===== src/rtl/uart_rx_if.sv =====
// APB responder bus bundle for the UART receiver.
interface uart_rx_if #(
  parameter int ADDR_WIDTH = 32,
  parameter int DATA_WIDTH = 32
);
  logic [ADDR_WIDTH-1:0] paddr;
  logic [DATA_WIDTH-1:0] pdata;
  logic [DATA_WIDTH-1:0] prdata;
  logic                  psel;
  logic                  penable;
  logic                  pwrite;
  logic [3:0]            pstb;
  logic                  pready;
  logic                  perr;

  modport master (
    output paddr, pdata, psel, penable, pwrite, pstb,
    input  prdata, pready, perr
  );

  modport slave (
    input  paddr, pdata, psel, penable, pwrite, pstb,
    output prdata, pready, perr
  );
endinterface


===== src/rtl/uart_rx.sv =====
// APB UART receiver: 8N1 deserialiser feeding an RX FIFO, with status/ctrl/div registers and a level irq.
module uart_rx #(
  parameter int ADDR_WIDTH  = 32,
  parameter int DATA_WIDTH  = 32,
  parameter int FIFO_DEPTH  = 16,
  parameter int DEFAULT_DIV = 868
) (
  input  logic     clk,
  input  logic     rts,
  uart_rx_if.slave apb,
  input  logic     rx,
  output logic     irq
);
  localparam int AW = $clog2(FIFO_DEPTH);

  typedef enum logic [1:0] {S_IDLE, S_START, S_DATA, S_STOP} state_e;

  state_e      state_q, state_d;
  logic [15:0] cnt_q, cnt_d;
  logic [2:0]  bidx_q, bidx_d;
  logic [7:0]  shreg_q, shreg_d;
  logic        rx_meta_q, rx_s_q;
  logic        en_q, irqen_q, ovr_q, fe_q, irq_q;
  logic [15:0] div_q;
  logic [7:0]  mem_q [FIFO_DEPTH];
  logic [AW:0] wptr_q, rptr_q, count;
  logic        empty, full, push_req, fe_set, push, pop, ovr_set;
  logic        access, wr_err, wr_ok;
  logic [1:0]  reg_sel;
  logic [31:0] rdata;
  logic        unused_bits;

  always_ff @(posedge clk) begin
    if (!rts) begin
      rx_meta_q <= 1'b1;
      rx_s_q    <= 1'b1;
    end else begin
      rx_meta_q <= rx;
      rx_s_q    <= rx_meta_q;
    end
  end

  assign access  = apb.psel & apb.penable;
  assign reg_sel = apb.paddr[3:2];
  assign wr_err  = apb.pwrite & ((reg_sel == 2'd0) | (apb.pstb != 4'hF));
  assign wr_ok   = access & apb.pwrite & ~wr_err;
  assign apb.pready = access;
  assign apb.perr   = access & wr_err;
  assign unused_bits = ^{apb.paddr[ADDR_WIDTH-1:4], apb.paddr[1:0], apb.pdata[DATA_WIDTH-1:16]};

  assign count = wptr_q - rptr_q;
  assign empty = (count == '0);
  assign full  = (count == (AW+1)'(FIFO_DEPTH));
  assign pop   = access & ~apb.pwrite & (reg_sel == 2'd0) & ~empty;
  // Pop is applied before push, so a full FIFO still accepts a byte when read in the same cycle.
  assign push    = push_req & (~full | pop);
  assign ovr_set = push_req & full & ~pop;

  always_ff @(posedge clk) begin
    if (push) mem_q[wptr_q[AW-1:0]] <= shreg_q;
  end

  always_ff @(posedge clk) begin
    if (!rts) begin
      wptr_q <= '0;
      rptr_q <= '0;
    end else begin
      if (push) wptr_q <= wptr_q + 1'b1;
      if (pop)  rptr_q <= rptr_q + 1'b1;
    end
  end

  always_comb begin
    rdata = '0;
    case (reg_sel)
      2'd0: rdata = empty ? 32'h8000_0000 : {24'b0, mem_q[rptr_q[AW-1:0]]};
      2'd1: rdata = {19'b0, 5'(count), 4'b0, fe_q, ovr_q, full, ~empty};
      2'd2: rdata = {30'b0, irqen_q, en_q};
      default: rdata = {16'b0, div_q};
    endcase
  end

  assign apb.prdata = (access & ~apb.pwrite) ? DATA_WIDTH'(rdata) : '0;

  // Sticky error bits: a hardware set in the same cycle as a clear-write wins.
  always_ff @(posedge clk) begin
    if (!rts) begin
      en_q    <= 1'b0;
      irqen_q <= 1'b0;
      div_q   <= 16'(DEFAULT_DIV);
      ovr_q   <= 1'b0;
      fe_q    <= 1'b0;
      irq_q   <= 1'b0;
    end else begin
      if (wr_ok && reg_sel == 2'd2) begin
        en_q    <= apb.pdata[0];
        irqen_q <= apb.pdata[1];
      end
      if (wr_ok && reg_sel == 2'd3)
        div_q <= (apb.pdata[15:0] < 16'd4) ? 16'd4 : apb.pdata[15:0];
      ovr_q <= ovr_set | (ovr_q & ~(wr_ok & (reg_sel == 2'd1) & apb.pdata[2]));
      fe_q  <= fe_set  | (fe_q  & ~(wr_ok & (reg_sel == 2'd1) & apb.pdata[3]));
      irq_q <= irqen_q & (~empty | ovr_q | fe_q);
    end
  end

  assign irq = irq_q;

  always_ff @(posedge clk) begin
    if (!rts) begin
      state_q <= S_IDLE;
      cnt_q   <= '0;
      bidx_q  <= '0;
      shreg_q <= '0;
    end else begin
      state_q <= state_d;
      cnt_q   <= cnt_d;
      bidx_q  <= bidx_d;
      shreg_q <= shreg_d;
    end
  end

  always_comb begin
    state_d  = state_q;
    cnt_d    = cnt_q;
    bidx_d   = bidx_q;
    shreg_d  = shreg_q;
    push_req = 1'b0;
    fe_set   = 1'b0;
    if (!en_q) begin
      state_d = S_IDLE;
    end else begin
      case (state_q)
        S_IDLE: begin
          if (!rx_s_q) begin
            cnt_d   = div_q >> 1;
            state_d = S_START;
          end
        end
        S_START: begin
          if (cnt_q == '0) begin
            if (!rx_s_q) begin
              cnt_d   = div_q - 16'd1;
              bidx_d  = '0;
              state_d = S_DATA;
            end else begin
              state_d = S_IDLE;
            end
          end else begin
            cnt_d = cnt_q - 16'd1;
          end
        end
        S_DATA: begin
          if (cnt_q == '0) begin
            shreg_d = {rx_s_q, shreg_q[7:1]};
            cnt_d   = div_q - 16'd1;
            if (bidx_q == 3'd7) state_d = S_STOP;
            else                bidx_d  = bidx_q + 3'd1;
          end else begin
            cnt_d = cnt_q - 16'd1;
          end
        end
        S_STOP: begin
          if (cnt_q == '0) begin
            if (rx_s_q) push_req = 1'b1;
            else        fe_set   = 1'b1;
            state_d = S_IDLE;
          end else begin
            cnt_d = cnt_q - 16'd1;
          end
        end
        default: state_d = S_IDLE;
      endcase
    end
  end
endmodule


===== src/flat_wrapper.sv =====
// flat-port wrapper written by rule: the top's interface ports become plain ports
module uart_rx_flat 
#(
  parameter int ADDR_WIDTH  = 32,
  parameter int DATA_WIDTH  = 32,
  parameter int FIFO_DEPTH  = 16,
  parameter int DEFAULT_DIV = 868
)
  (clk, rts, rx, irq, apb_paddr, apb_pdata, apb_psel, apb_penable, apb_pwrite, apb_pstb, apb_prdata, apb_pready, apb_perr);
  uart_rx_if #(.ADDR_WIDTH(ADDR_WIDTH), .DATA_WIDTH(DATA_WIDTH)) apb_i ();
  input  logic clk;
  input  logic rts;
  input  logic rx;
  output logic irq;
  input wire logic [$bits(apb_i.paddr)-1:0] apb_paddr;
  input wire logic [$bits(apb_i.pdata)-1:0] apb_pdata;
  input wire logic [$bits(apb_i.psel)-1:0] apb_psel;
  input wire logic [$bits(apb_i.penable)-1:0] apb_penable;
  input wire logic [$bits(apb_i.pwrite)-1:0] apb_pwrite;
  input wire logic [$bits(apb_i.pstb)-1:0] apb_pstb;
  output wire logic [$bits(apb_i.prdata)-1:0] apb_prdata;
  output wire logic [$bits(apb_i.pready)-1:0] apb_pready;
  output wire logic [$bits(apb_i.perr)-1:0] apb_perr;
  assign apb_i.paddr = apb_paddr;
  assign apb_i.pdata = apb_pdata;
  assign apb_i.psel = apb_psel;
  assign apb_i.penable = apb_penable;
  assign apb_i.pwrite = apb_pwrite;
  assign apb_i.pstb = apb_pstb;
  assign apb_prdata = apb_i.prdata;
  assign apb_pready = apb_i.pready;
  assign apb_perr = apb_i.perr;
  uart_rx #(.ADDR_WIDTH(ADDR_WIDTH), .DATA_WIDTH(DATA_WIDTH), .FIFO_DEPTH(FIFO_DEPTH), .DEFAULT_DIV(DEFAULT_DIV)) u_core (.clk(clk), .rts(rts), .apb(apb_i), .rx(rx), .irq(irq));
endmodule

===== config.mk =====
export PLATFORM = sky130hd
export DESIGN_NAME = uart_rx_flat
export DESIGN_NICKNAME = d
export VERILOG_FILES = /design/src/rtl/uart_rx_if.sv /design/src/rtl/uart_rx.sv /design/src/flat_wrapper.sv
export SDC_FILE = /design/constraint.sdc
export NUM_CORES = 1
export LEC_CHECK = 0
export CAP_MARGIN = 25
export CORE_UTILIZATION = 42
export DETAILED_ROUTE_END_ITERATION = 16
export HOLD_SLACK_MARGIN = 0.02
export PLACE_DENSITY = 0.71
export SLEW_MARGIN = 20
export SYNTH_ARGS = -nofsm -noshare
export SYNTH_HDL_FRONTEND = slang
export SYNTH_SLANG_ARGS = --single-unit

===== constraint.sdc =====
create_clock -name clk -period 6.56 [get_ports clk]
set_clock_uncertainty 0.1 [all_clocks]
set_input_delay 1.312 -clock clk [delete_from_list [all_inputs] [get_ports clk]]
set_output_delay 1.312 -clock clk [all_outputs]
set_load 0.05 [all_outputs]

# [After elaboration in Yosys (flattened, before gate mapping)]
# Memories as Yosys holds them, arrays and structs flattened. A register that Yosys moved wholly into a read port is not among the register bits.
# Cells that the tools add are included.
[op_classes] n_mux=34 reduce_logical=12 eq_ne=18 bitwise_logic=30 div=0 magnitude_cmp=1 mul=0 shift=0 n_addsub=6
[op_table] operator="$mux W16" n=6
[op_table] operator="$pmux W32 S3" n=1
[op_table] operator="$mux W32" n=2
[op_table] operator="$pmux W16 S4" n=1
[op_table] operator="$sub A16 B1 Y16 const B" n=2
[op_table] operator="$and A1 B1 Y1" n=17
[op_table] operator="$logic_not A16 Y1" n=1
[op_table] operator="$lt A16 B3 Y1 const B" n=1
[op_table] operator="$mux W2" n=6
[op_table] operator="$mux W3" n=4
[op_table] operator="$add A5 B1 Y5 const B" n=2
[op_table] operator="$mux W1" n=10
[op_table] operator="$eq A2 B2 Y1 const B" n=4
[op_table] operator="$mux W4" n=2
[op_table] operator="$ne A2 B1 Y1 const B" n=4
[op_table] operator="$ne A2 B2 Y1 const B" n=4
[op_table] operator="$pmux W2 S4" n=1
[op_table] operator="$not A1 Y1" n=7
[op_table] operator="$or A1 B1 Y1" n=6
[op_table] operator="$pmux W3 S2" n=1
[op_table] operator="$reduce_and A6 Y1" n=1
[op_table] operator="$eq A5 B5 Y1 const B" n=1
[op_table] operator="$logic_not A5 Y1" n=1
[op_table] operator="$reduce_and A5 Y1" n=1
[op_table] operator="other kinds (12)" n=15
[totals] mem_bits_rw=128 reg_bits=62 rom_bits=0 n_memories=1 latchBits=0 out_inout_bits=35
[memory_table] name="u_core.mem_q" words=16 word_bits=8 rd=1 rd_clocked_by_memory_dff=1 write_ports=1 line="uart_rx.sv:25" rtl="logic [7:0] mem_q [FIFO_DEPTH];"

# [Logic depth before layout (Yosys ltp)]
# Gate-level depths: netlist (run 1).
[depth] word_depth=10 ltp_mapped=10

# [Least setup slack after synthesis (run 1)]
# No wires, ideal clock.
[synth_timing] kind="input port to output port" startpoint="input port apb_psel" endpoint="output port apb_prdata[0]" arrival_ns=3.739 path_buffers=1 stages=4 path_slack_ns=1.409 path_cell_list="and2_1 > nand2b_1 > clkbuf_1 > o41ai_1"
[synth_via] elab_chain_len=3
[synth_lines] item="start, declared" line="flat_wrapper.sv:17" rtl="input wire logic [$bits(apb_i.psel)-1:0] apb_psel;"
[synth_lines] item="$and A1 B1 Y1" line="uart_rx.sv:43" rtl="assign access = apb.psel & apb.penable;"
[synth_lines] item="$and A1 B1 Y1" line="uart_rx.sv:83" rtl="assign apb.prdata = (access & ~apb.pwrite) ? DATA_WIDTH'(rdata) : '0;"
[synth_lines] item="$mux W32" line="uart_rx.sv:83"
[synth_lines] item="end, declared" line="flat_wrapper.sv:21" rtl="output wire logic [$bits(apb_i.prdata)-1:0] apb_prdata;"
# Every way passes these cells.

# [Worst setup path after layout (run 1)]
[layout_timing] startpoint="register u_core.wptr_q[0]" endpoint="output port apb_prdata[1]"
[layout_via] elab_chain_len=5
[layout_lines] item="start, declared" line="uart_rx.sv:26" rtl="logic [AW:0] wptr_q, rptr_q, count;"
[layout_lines] item="start signal, assigned" line="uart_rx.sv:68" rtl="if (push) wptr_q <= wptr_q + 1'b1;"
[layout_lines] item="$sub A5 B5 Y5 *" line="uart_rx.sv:51" rtl="assign count = wptr_q - rptr_q;"
[layout_lines] item="$logic_not A5 Y1" line="uart_rx.sv:52" rtl="assign empty = (count == '0);"
[layout_lines] item="$mux W32" line="uart_rx.sv:76" rtl="2'd0: rdata = empty ? 32'h8000_0000 : {24'b0, mem_q[rptr_q[AW-1:0]]};"
[layout_lines] item="$pmux W32 S3 *" line="uart_rx.sv:75" rtl="case (reg_sel)"
[layout_lines] item="$mux W32 *" line="uart_rx.sv:83"
# Every way passes the cells marked *; elsewhere a longest branch is shown, timed or not.

==> run_results.csv, run 1 <==
group,metric,value,unit
sta,rsz0062_at_grt,"no",
power_and_ir_drop,p_total,2340,uW
route,initialDrtViolationCount,609,
sta,slew_headroom,39.3,%
synth,synth_top_area_cell,"edfxtp_1",
sta,min_period_over_period,80.2,%
finish,final_layout_size_suffix_gt1_share,12.0,%
power_and_ir_drop,vdd_drop_max,0.147,mV
cts,cts-buffers-inserted,17,
setup_path,critPathBufInv,2,
global_route,antenna_found_initial,0,
finish,fin_nets,894,
setup_path,critPathSlowestCell,"clkdlybuf4s50_1",
global_route,use_met1,27.0,%
synth,yosys.cell_count.top_type,"edfxtp_1",
run,drv_cap,0,
synth,synth-seq-cells,194,
route,wl,21200,um
sta,hold_violations,0,
global_route,globalRoute.totalOverflow,0,
floorplanning,dieArea,22800,sq um
synth,async_reset_ff_share,0,%
power_and_ir_drop,cellPowerDensity,223,nW/um^2
sta,final-setup-viol-count,0,
route,num_vias,6264,
synth,synth_edf_count,128,
synth,synth.yosys.seq_area_share,55.4,%
route,ant_nets,0,
placed_design,port_buffers,47,
synth,synth_commonest_cells,"edfxtp_1 (128), nand2_1 (83), dfxtp_1 (66)",
setup_path,end_kind,"output pin",
floorplanning,fp-row-count,54,
global_route,grt_max_degree,44,
finish,antenna_cells,0,
floorplanning,ioPinCount,109,
placed_design,place.detailed.hpwl,14500,um
cts,clockRootBuffer,"clkbuf_16",
setup_path,start_kind,"register",
cts,cts_hold_buf,0,
synth,yosysWarnings,0,
synth,synth_ff_type,"edfxtp_1",
setup_path,max_stage_delay,0.86,ns
cts,clockBufferDepth,2,
setup_path,crit_required,5.15,ns
cts,post_cts_buffers,0,
global_route,grt_pass1_wl,32700,um
cts,clock-sinks,194,
finish,area_growth,12.8,%
placed_design,gp_congestion,0.844,
global_route,grtUsageTotal,19.2,%
floorplanning,die_w,151,um
status,outcome,"finished clean",
synth,synth_top_area_share,41.2,%
global_route,grt_pass1_vias,5805,
synth,syn-cell-area,9320,sq um
synth,netlist_instances,771,
synth,synth.distinct_cells,80,
cts,cts_tree,"yes",
power_and_ir_drop,leakage,0.00355,uW
sta,worst_pin_slew,0.909,ns
setup_path,path_cells,"inv_1 > ha_1 > fa_1 > xnor2_1 > nor2_1 > o211ai_1 > a22o_1 > nand3_1 > a31oi_1 > clkdlybuf4s50_1",
floorplanning,core_area,21800,sq um
route,drc,0,
sta,fmax,0.190,GHz
synth,avgSynthCellArea,12.1,sq um
setup_path,arrival,3.85,ns
cts,clkTransAtPathRegs,0.08,ns
global_route,gr-usage-met3,3.52,%
setup_path,path_max_fanout,12,
finish,fin_cells,1094,
setup_path,cp_top_family,"buffers and inverters",
global_route,grt_most_used_layer,"met2",
cts,clkLatencyLatePin,0.44,ns
placed_design,post-place-ws,1.35,ns
floorplanning,start_util,42.7,%
global_route,use_met2,29.5,%
min_path,hold_class,"register to register",
sta,timing.final.ws_setup,1.30,ns
sta,final_max_slew_viol_count,0,
route,wl_per_cell,19.3,um
sta,holdWs,0.312,ns
cts,cts_resized,0,
floorplanning,fp.dieH,151,um
route,vias_per_cell,5.73,
cts,h-tree-depth,4,
placed_design,dp.cells,1062,
sta,final.setup.tns,0,ns
sta,period_needed,5.26,ns
synth,synthTopCellsByArea,"edfxtp_1 (41%), dfxtp_1 (14%), mux4_2 (8.5%)",
route,drt_pass1_iterations,5,
setup_path,worst-setup-path-type,"register to output pin",
[power breakdown]
part / leakage [uW] / switching, uW / internal (uW)
sequential: 0.00172 / 0.989 / 1290
clock: 0.000281 / 479 / 506
combinational: 0.00155 / 47.0 / 22.5
[layer usage]
layer | routed length [um] | part of all wire [%]
met2 | 10000 | 47
met5 | 0 | 0
met4 | 437 | 2.1
met1 | 9550 | 45
met3 | 1160 | 5.5
[through the flow]
step	area, sq um	utilization, %
global placement	9960	45.6
finish	10500	48.2
detailed placement	9960	45.6
CTS	10500	48.2
global route	10500	48.2
floorplan	9370	-
[cells by family (layout without fill, tap and decap cells)]
family / Yosys count / in the layout / share of synthesized area (%)
AND/OR/NAND/NOR: 256 / 256 / 14.7
adder cells (fa/ha/maj): 19 / 19 / 2.63
XOR/XNOR: 26 / 26 / 2.44
AO/OA/AOI/OAI: 143 / 143 / 10.1
other: 1 / 15 / 0.0402
multiplexers: 54 / 54 / 10.5
flip-flops: 194 / 194 / 55.4
buffers and inverters: 78 / 107 / 4.15
[registers in the layout, indices dropped and copies added, names as in the netlist, named ones only]
signal,cells
u_core.bidx_q,3
u_core.cnt_q,16
u_core.div_q,16
u_core.en_q,1
u_core.fe_q,1
u_core.irq,1
u_core.irqen_q,1
u_core.mem_q,128
u_core.ovr_q,1
u_core.rptr_q,5
u_core.rx_meta_q,1
u_core.rx_s_q,1
u_core.shreg_q,8
u_core.state_q,1
u_core.wptr_q,5
[cells in the final DEF (no fill, tap or decap), drive strengths merged, types with 3 or more instances in the layout]
cell type,count
edfxtp,128
a211oi,11
clkbuf,20
a32oi,7
nand3b,6
nor3,14
a221oi,3
a31oi,5
mux2i,16
clkinv,5
o21ai,27
or3,7
nand3,31
dfxtp,66
or2,3
and2,6
conb,15
o31ai,3
a211o,3
o211ai,7
inv,25
mux2,3
a21oi,52
nand4,9
ha,18
nand2b,6
nor3b,4
xnor2,4
xor2,22
mux4,35
or4,4
nor2,38
nor2b,9
nor4,9
clkdlybuf4s50,47
buf,10
nand2,84
and3,13
and4b,8
o221ai,4
[final cells by class]
cell class,instances,area (sq um)
tap,280,350
inverter,18,67.6
clock buffer,20,439
sequential,194,5170
multi-input combinational,513,3830
fill,1923,11300
clock inverter,12,114
timing repair buffer,57,546
[path summary, 6_finish.rpt]
kind | startpoint | endpoint | slack (ns) | cells past startpoint
setup / recovery | u_core.wptr_q[0]$_SDFFE_PN0P_ | apb_prdata[1] | 1.30 | 10
setup reg to reg | u_core.cnt_q[0]$_SDFFE_PN0P_ | u_core.mem_q[8][1]$_DFFE_PP_ | 2.91 | 8
hold reg to reg | u_core.rx_meta_q$_SDFF_PN1_ | u_core.rx_s_q$_SDFF_PN1_ | 0.31 | 1
hold / removal | u_core.rx_meta_q$_SDFF_PN1_ | u_core.rx_s_q$_SDFF_PN1_ | 0.31 | 1
Power figures use the tool's default switching activity.
==> inputs of run 2 (changes only) <==
==> constraint.sdc (replaced) <==
create_clock -name clk -period 5.5 [get_ports clk]
set_clock_uncertainty 0.1 [all_clocks]
set_input_delay 1.1 -clock clk [delete_from_list [all_inputs] [get_ports clk]]
set_output_delay 1.1 -clock clk [all_outputs]
set_load 0.05 [all_outputs]
==> run 2 against run 1 <==
  * Global-route usage is 0.25 points higher
  * Wire length is 1.4% higher
  * Hold slack worse by 0.0033 ns
  * Power is 23% higher
  * Sequential share of layout area is 0.41 points lower
  * Via count is 2.0% higher
  * Final area is 0.84% higher
  * Register-to-register slack worse by 1.1 ns
  * First-iteration DRC count is 9.4% lower
  * Clock-buffer cell count is 3 lower
  * Setup slack worse by 0.88 ns
  * Critical endpoint is now apb_prdata[2]
==> run_results.csv, run 2 (same netlist as run 1, synthesis figures left out) <==
group,metric,value,unit
status,outcome,"finished clean",
cts,clkLatencyLatePin,0.44,ns
run,drv_cap,0,
setup_path,cp-endpoint,"apb_prdata[2]",
min_path,hold_class,"register to register",
global_route,antenna_found_initial,0,
route,num_vias,6391,
finish,fin_nets,896,
placed_design,gp_congestion,0.816,
setup_path,worst-setup-path-type,"register to output pin",
power_and_ir_drop,cellPowerDensity,272,nW/um^2
route,drt_pass1_iterations,5,
sta,final-setup-viol-count,0,
cts,clockBufferDepth,2,
cts,clkTransAtPathRegs,0.08,ns
setup_path,cp_common_cell,"nor2_1",
cts,post_cts_buffers,0,
route,vias_per_cell,5.83,
cts,h-tree-depth,4,
setup_path,cp.depth,10,
global_route,grt_max_degree,44,
global_route,globalRoute.totalOverflow,0,
floorplanning,core_area,21800,sq um
sta,final.setup.tns,0,ns
sta,worst_pin_slew,0.854,ns
setup_path,end_kind,"output pin",
cts,cts_hold_buf,0,
floorplanning,ioPinCount,109,
route,initialDrtViolationCount,552,
finish,final_cell_mix,"edfxtp_1 (128), nand2_1 (83), dfxtp_1 (65), a21oi_1 (51), clkdlybuf4s50_1 (46)",
setup_path,crit_required,4.30,ns
sta,hold_violations,0,
placed_design,place.detailed.hpwl,14700,um
finish,final_layout_size_suffix_gt1_share,12.4,%
setup_path,critPathBufInv,2,
setup_path,worst-r2r-setup-slack,1.79,ns
global_route,grt_pass1_wl,33100,um
sta,rsz0062_at_grt,"no",
finish,fillerInstances,1887,
sta,fmax,0.197,GHz
sta,min_period_over_period,92.4,%
finish,seq_area,5170,sq um
setup_path,crit_start,"u_core.wptr_q[0]$_SDFFE_PN0P_",
floorplanning,dieArea,22800,sq um
sta,period_needed,5.08,ns
setup_path,path_cells,"inv_1 > ha_1 > fa_1 > xnor2_1 > nor2_1 > o211ai_1 > a22o_1 > a32oi_1 > nor2_1 > clkdlybuf4s50_1",
global_route,grtUsageTotal,19.5,%
sta,holdWs,0.309,ns
sta,slew_headroom,43.0,%
floorplanning,fp.dieH,151,um
power_and_ir_drop,leakage,0.00359,uW
cts,cts-buffers-inserted,17,
sta,final_max_slew_viol_count,0,
placed_design,port_buffers,47,
finish,antenna_cells,0,
route,ant_nets,0,
setup_path,start_kind,"register",
floorplanning,die_w,151,um
setup_path,cp_top_family,"buffers and inverters",
setup_path,arrival,3.88,ns
setup_path,ff2ff_path_depth,8,
floorplanning,start_util,42.7,%
cts,cts_resized,0,
route,wl_per_cell,19.6,um
setup_path,path_max_fanout,12,
cts,cts_tree,"yes",
route,drc,0,
finish,multi_input_area,3830,sq um
setup_path,worstReg2RegStart,"u_core.cnt_q[0]$_SDFFE_PN0P_",
setup_path,reg2reg_to,"u_core.mem_q[6][7]$_DFFE_PP_",
floorplanning,fp-row-count,54,
cts,clockRootBuffer,"clkbuf_16",
power_and_ir_drop,vdd_drop_max,0.198,mV
setup_path,critPathSlowestCell,"clkdlybuf4s50_1",
finish,area_growth,13.7,%
cts,clock-sinks,194,
global_route,grt_pass1_vias,5899,
setup_path,max_stage_delay,0.84,ns
finish,largest_reg_flops,128,
route,wl,21500,um
finish,final_common_cell,"edfxtp_1",
-- run 2: worst min path at each step --
stage	startpoint	endpoint	slack (ns)	cells past startpoint
after global placement	u_core.rx_meta_q$_SDFF_PN1_	u_core.rx_s_q$_SDFF_PN1_	0.29	1
after detailed placement	u_core.rx_meta_q$_SDFF_PN1_	u_core.rx_s_q$_SDFF_PN1_	0.30	1
after floorplan	u_core.rx_meta_q$_SDFF_PN1_	u_core.rx_s_q$_SDFF_PN1_	0.29	1
after global routing	u_core.rx_meta_q$_SDFF_PN1_	u_core.rx_s_q$_SDFF_PN1_	0.34	1
after CTS	u_core.rx_meta_q$_SDFF_PN1_	u_core.rx_s_q$_SDFF_PN1_	0.31	1
final	u_core.rx_meta_q$_SDFF_PN1_	u_core.rx_s_q$_SDFF_PN1_	0.31	1
-- run 2: worst register-to-register path, cell delays in order (launching register included) --
cell,delay (ns)
dfxtp_1,0.36
inv_1,0.07
ha_1,0.19
nor3b_2,0.55
nand4b_4,0.32
nor2_4,0.38
nand2_2,0.19
a21oi_2,0.56
and4b_1,0.63
-- run 2: layout make-up --
class / instances / area share, %
Clock buffer: 17 / 4.01
Clock inverter: 15 / 1.77
Inverter: 18 / 0.637
Multi-Input combinational cell: 513 / 36.1
Sequential cell: 194 / 48.7
Tap cell: 280 / 3.31
Timing Repair Buffer: 59 / 5.42
-- run 2: metrics by stage --
stage | setup WS (ns) | total power, uW | instance area (sq um) | instances | utilization [%]
2_1_floorplan | 0.773 | 1630 | 9370 | 785 | -
3_3_place_gp | 0.928 | 1650 | 9970 | 1063 | 45.7
3_5_place_dp | 0.905 | 1650 | 9970 | 1063 | 45.7
4_1_cts | 0.452 | 2900 | 10600 | 1095 | 48.5
5_1_grt | 0.198 | 2960 | 10600 | 1096 | 48.6
6_report | 0.418 | 2890 | 10600 | 1096 | 48.6
-- run 2: power by group --
| part | internal, uW | leakage, uW | switching, uW | total, uW |
|---|---|---|---|---|
| Combinational | 27.2 | 0.00157 | 56.1 | 83.2 |
| Sequential | 1530 | 0.00172 | 1.18 | 1530 |
| Clock | 655 | 0.000297 | 613 | 1270 |
| Total | 2210 | 0.00359 | 671 | 2890 |
-- run 2: per-layer routing --
metal	up-vias	track usage (%)	part of all wire, %
li1	2965	-	-
met1	3189	27.2	44
met2	216	30.7	49
met3	21	3.19	5.8
met4	0	6.65	1.5
met5	-	0	0
==> inputs of run 3 (changes only) <==
--- a/config.mk
+++ b/config.mk
@@ -6,10 +6,10 @@
 export NUM_CORES = 1
 export LEC_CHECK = 0
 export CAP_MARGIN = 25
-export CORE_UTILIZATION = 42
+export CORE_UTILIZATION = 56
 export DETAILED_ROUTE_END_ITERATION = 16
 export HOLD_SLACK_MARGIN = 0.02
-export PLACE_DENSITY = 0.71
+export PLACE_DENSITY = 0.88
 export SLEW_MARGIN = 20
 export SYNTH_ARGS = -nofsm -noshare
 export SYNTH_HDL_FRONTEND = slang
==> run 3 against run 2 <==
  * Core utilization grew 16 points
  * Wire length grew 7.8%
  * Hold slack gained 0.010 ns
  * Critical path type unchanged
  * Die area shrank 25%
  * Sequential power is essentially flat
  * Non-clock buffer count shrank 2
  * Setup slack lost 0.13 ns
  * Largest power group unchanged
  * Global-route usage grew 8.4 points
  * Clock-buffer cell count is the same
  * Via count grew 5.2%
==> run_results.csv, run 3 (same netlist as run 1, synthesis figures left out) <==
group,metric,value,unit
cts,cts-buffers-inserted,17,
sta,fmax,0.192,GHz
floorplanning,ioPinCount,109,
cts,clockRootBuffer,"clkbuf_16",
finish,final_layout_size_suffix_gt1_share,12.3,%
setup_path,path_cells,"inv_1 > ha_1 > fa_1 > xnor2_1 > nor2_1 > o211ai_1 > a22o_1 > a32oi_1 > nor2_1 > clkdlybuf4s50_1",
global_route,grt_pass1_vias,6273,
floorplanning,start_util,58.0,%
placed_design,place.detailed.hpwl,15200,um
sta,final.setup.tns,0,ns
cts,cts_hold_buf,0,
route,wl,23100,um
setup_path,worst-setup-path-type,"register to output pin",
sta,rsz0062_at_grt,"no",
route,wl_per_cell,22.5,um
finish,fin_cells,1030,
floorplanning,dieArea,17200,sq um
global_route,globalRoute.totalOverflow,0,
power_and_ir_drop,p_total,2840,uW
cts,clkTransAtPathRegs,0.07,ns
setup_path,path_max_fanout,12,
finish,multi_input_area,3830,sq um
route,drc,0,
setup_path,start_kind,"register",
setup_path,cp_top_family,"buffers and inverters",
min_path,hold_class,"register to register",
setup_path,max_stage_delay,0.84,ns
finish,final_cell_mix,"edfxtp_1 (128), nand2_1 (83), dfxtp_1 (65), a21oi_1 (51), clkdlybuf4s50_1 (46)",
placed_design,dpl_cell_area,9870,sq um
route,initialDrtViolationCount,951,
finish,largest_reg_flops,128,
placed_design,dp.cells,998,
route,num_vias,6725,
finish,antenna_cells,0,
finish,area_growth,12.1,%
global_route,grtUsageTotal,27.9,%
route,vias_per_cell,6.53,
run,drv_cap,0,
sta,final-setup-viol-count,0,
setup_path,critPathSlowestCell,"clkdlybuf4s50_1",
power_and_ir_drop,vdd_drop_max,0.255,mV
sta,period_needed,5.21,ns
cts,cts_resized,0,
cts,clockBufferDepth,2,
route,drt_pass1_iterations,5,
setup_path,arrival,4.01,ns
finish,stdcell_area,10400,sq um
floorplanning,fp-row-count,46,
cts,clock-sinks,194,
setup_path,critPathBufInv,2,
status,outcome,"finished clean",
floorplanning,fp.dieH,131,um
power_and_ir_drop,leakage,0.00356,uW
setup_path,end_kind,"output pin",
sta,worst_pin_slew,0.998,ns
sta,hold_violations,0,
power_and_ir_drop,cellPowerDensity,272,nW/um^2
sta,min_period_over_period,94.8,%
cts,h-tree-depth,4,
global_route,antenna_found_initial,0,
global_route,grt_max_degree,44,
setup_path,cp_common_cell,"nor2_1",
finish,final_common_cell,"edfxtp_1",
finish,fillerInstances,1106,
sta,slew_headroom,32.8,%
floorplanning,core_area,16100,sq um
finish,fin_nets,894,
finish,seq_area,5170,sq um
cts,cts_tree,"yes",
placed_design,gp_congestion,0.905,
sta,final_max_slew_viol_count,0,
route,ant_nets,0,
setup_path,crit_required,4.30,ns
global_route,grt_pass1_wl,34800,um
floorplanning,die_w,131,um
placed_design,port_buffers,47,
cts,post_cts_buffers,0,
cts,clkLatencyLatePin,0.44,ns
[run 3: final timing paths]
| kind | startpoint | slack [ns] | to | cells past startpoint |
|---|---|---|---|---|
| setup / recovery | u_core.wptr_q[0]$_SDFFE_PN0P_ | 0.29 | apb_prdata[4] | 10 |
| hold / removal | u_core.rx_meta_q$_SDFF_PN1_ | 0.32 | u_core.rx_s_q$_SDFF_PN1_ | 1 |
| setup reg to reg | u_core.wptr_q[0]$_SDFFE_PN0P_ | 1.67 | u_core.mem_q[9][1]$_DFFE_PP_ | 9 |
| hold reg to reg | u_core.rx_meta_q$_SDFF_PN1_ | 0.32 | u_core.rx_s_q$_SDFF_PN1_ | 1 |
[run 3: layer usage]
layer | vias up | global-route usage (%) | wire, um
met5 | - | 0 | 0
met4 | 0 | 11.2 | 741
met3 | 85 | 7.57 | 2020
met2 | 403 | 45.0 | 11400
met1 | 3272 | 35.9 | 8940
li1 | 2965 | - | -
[run 3: per-stage QoR]
stage               util (%)  hold WS [ns]  setup slack, ns
finish                  65.1         0.319            0.288
global route            65.1         0.363            0.156
CTS                     65.1         0.320            0.455
detailed placement      61.5         0.302            0.931
global placement        61.5         0.292            0.967
floorplan                  -         0.286            0.773
[run 3: layout make-up]
cell class | count | area share, %
tap | 216 | 2.59
timing repair buffer | 57 | 5.20
clock buffer | 17 | 4.07
clock inverter | 15 | 1.40
multi-input combinational | 513 | 36.6
sequential | 194 | 49.5
inverter | 18 | 0.647
[run 3: power breakdown]
part	internal [uW]	switching (uW)
combinational	27.3	58.5
sequential	1530	1.15
clock	639	582
total	2200	642
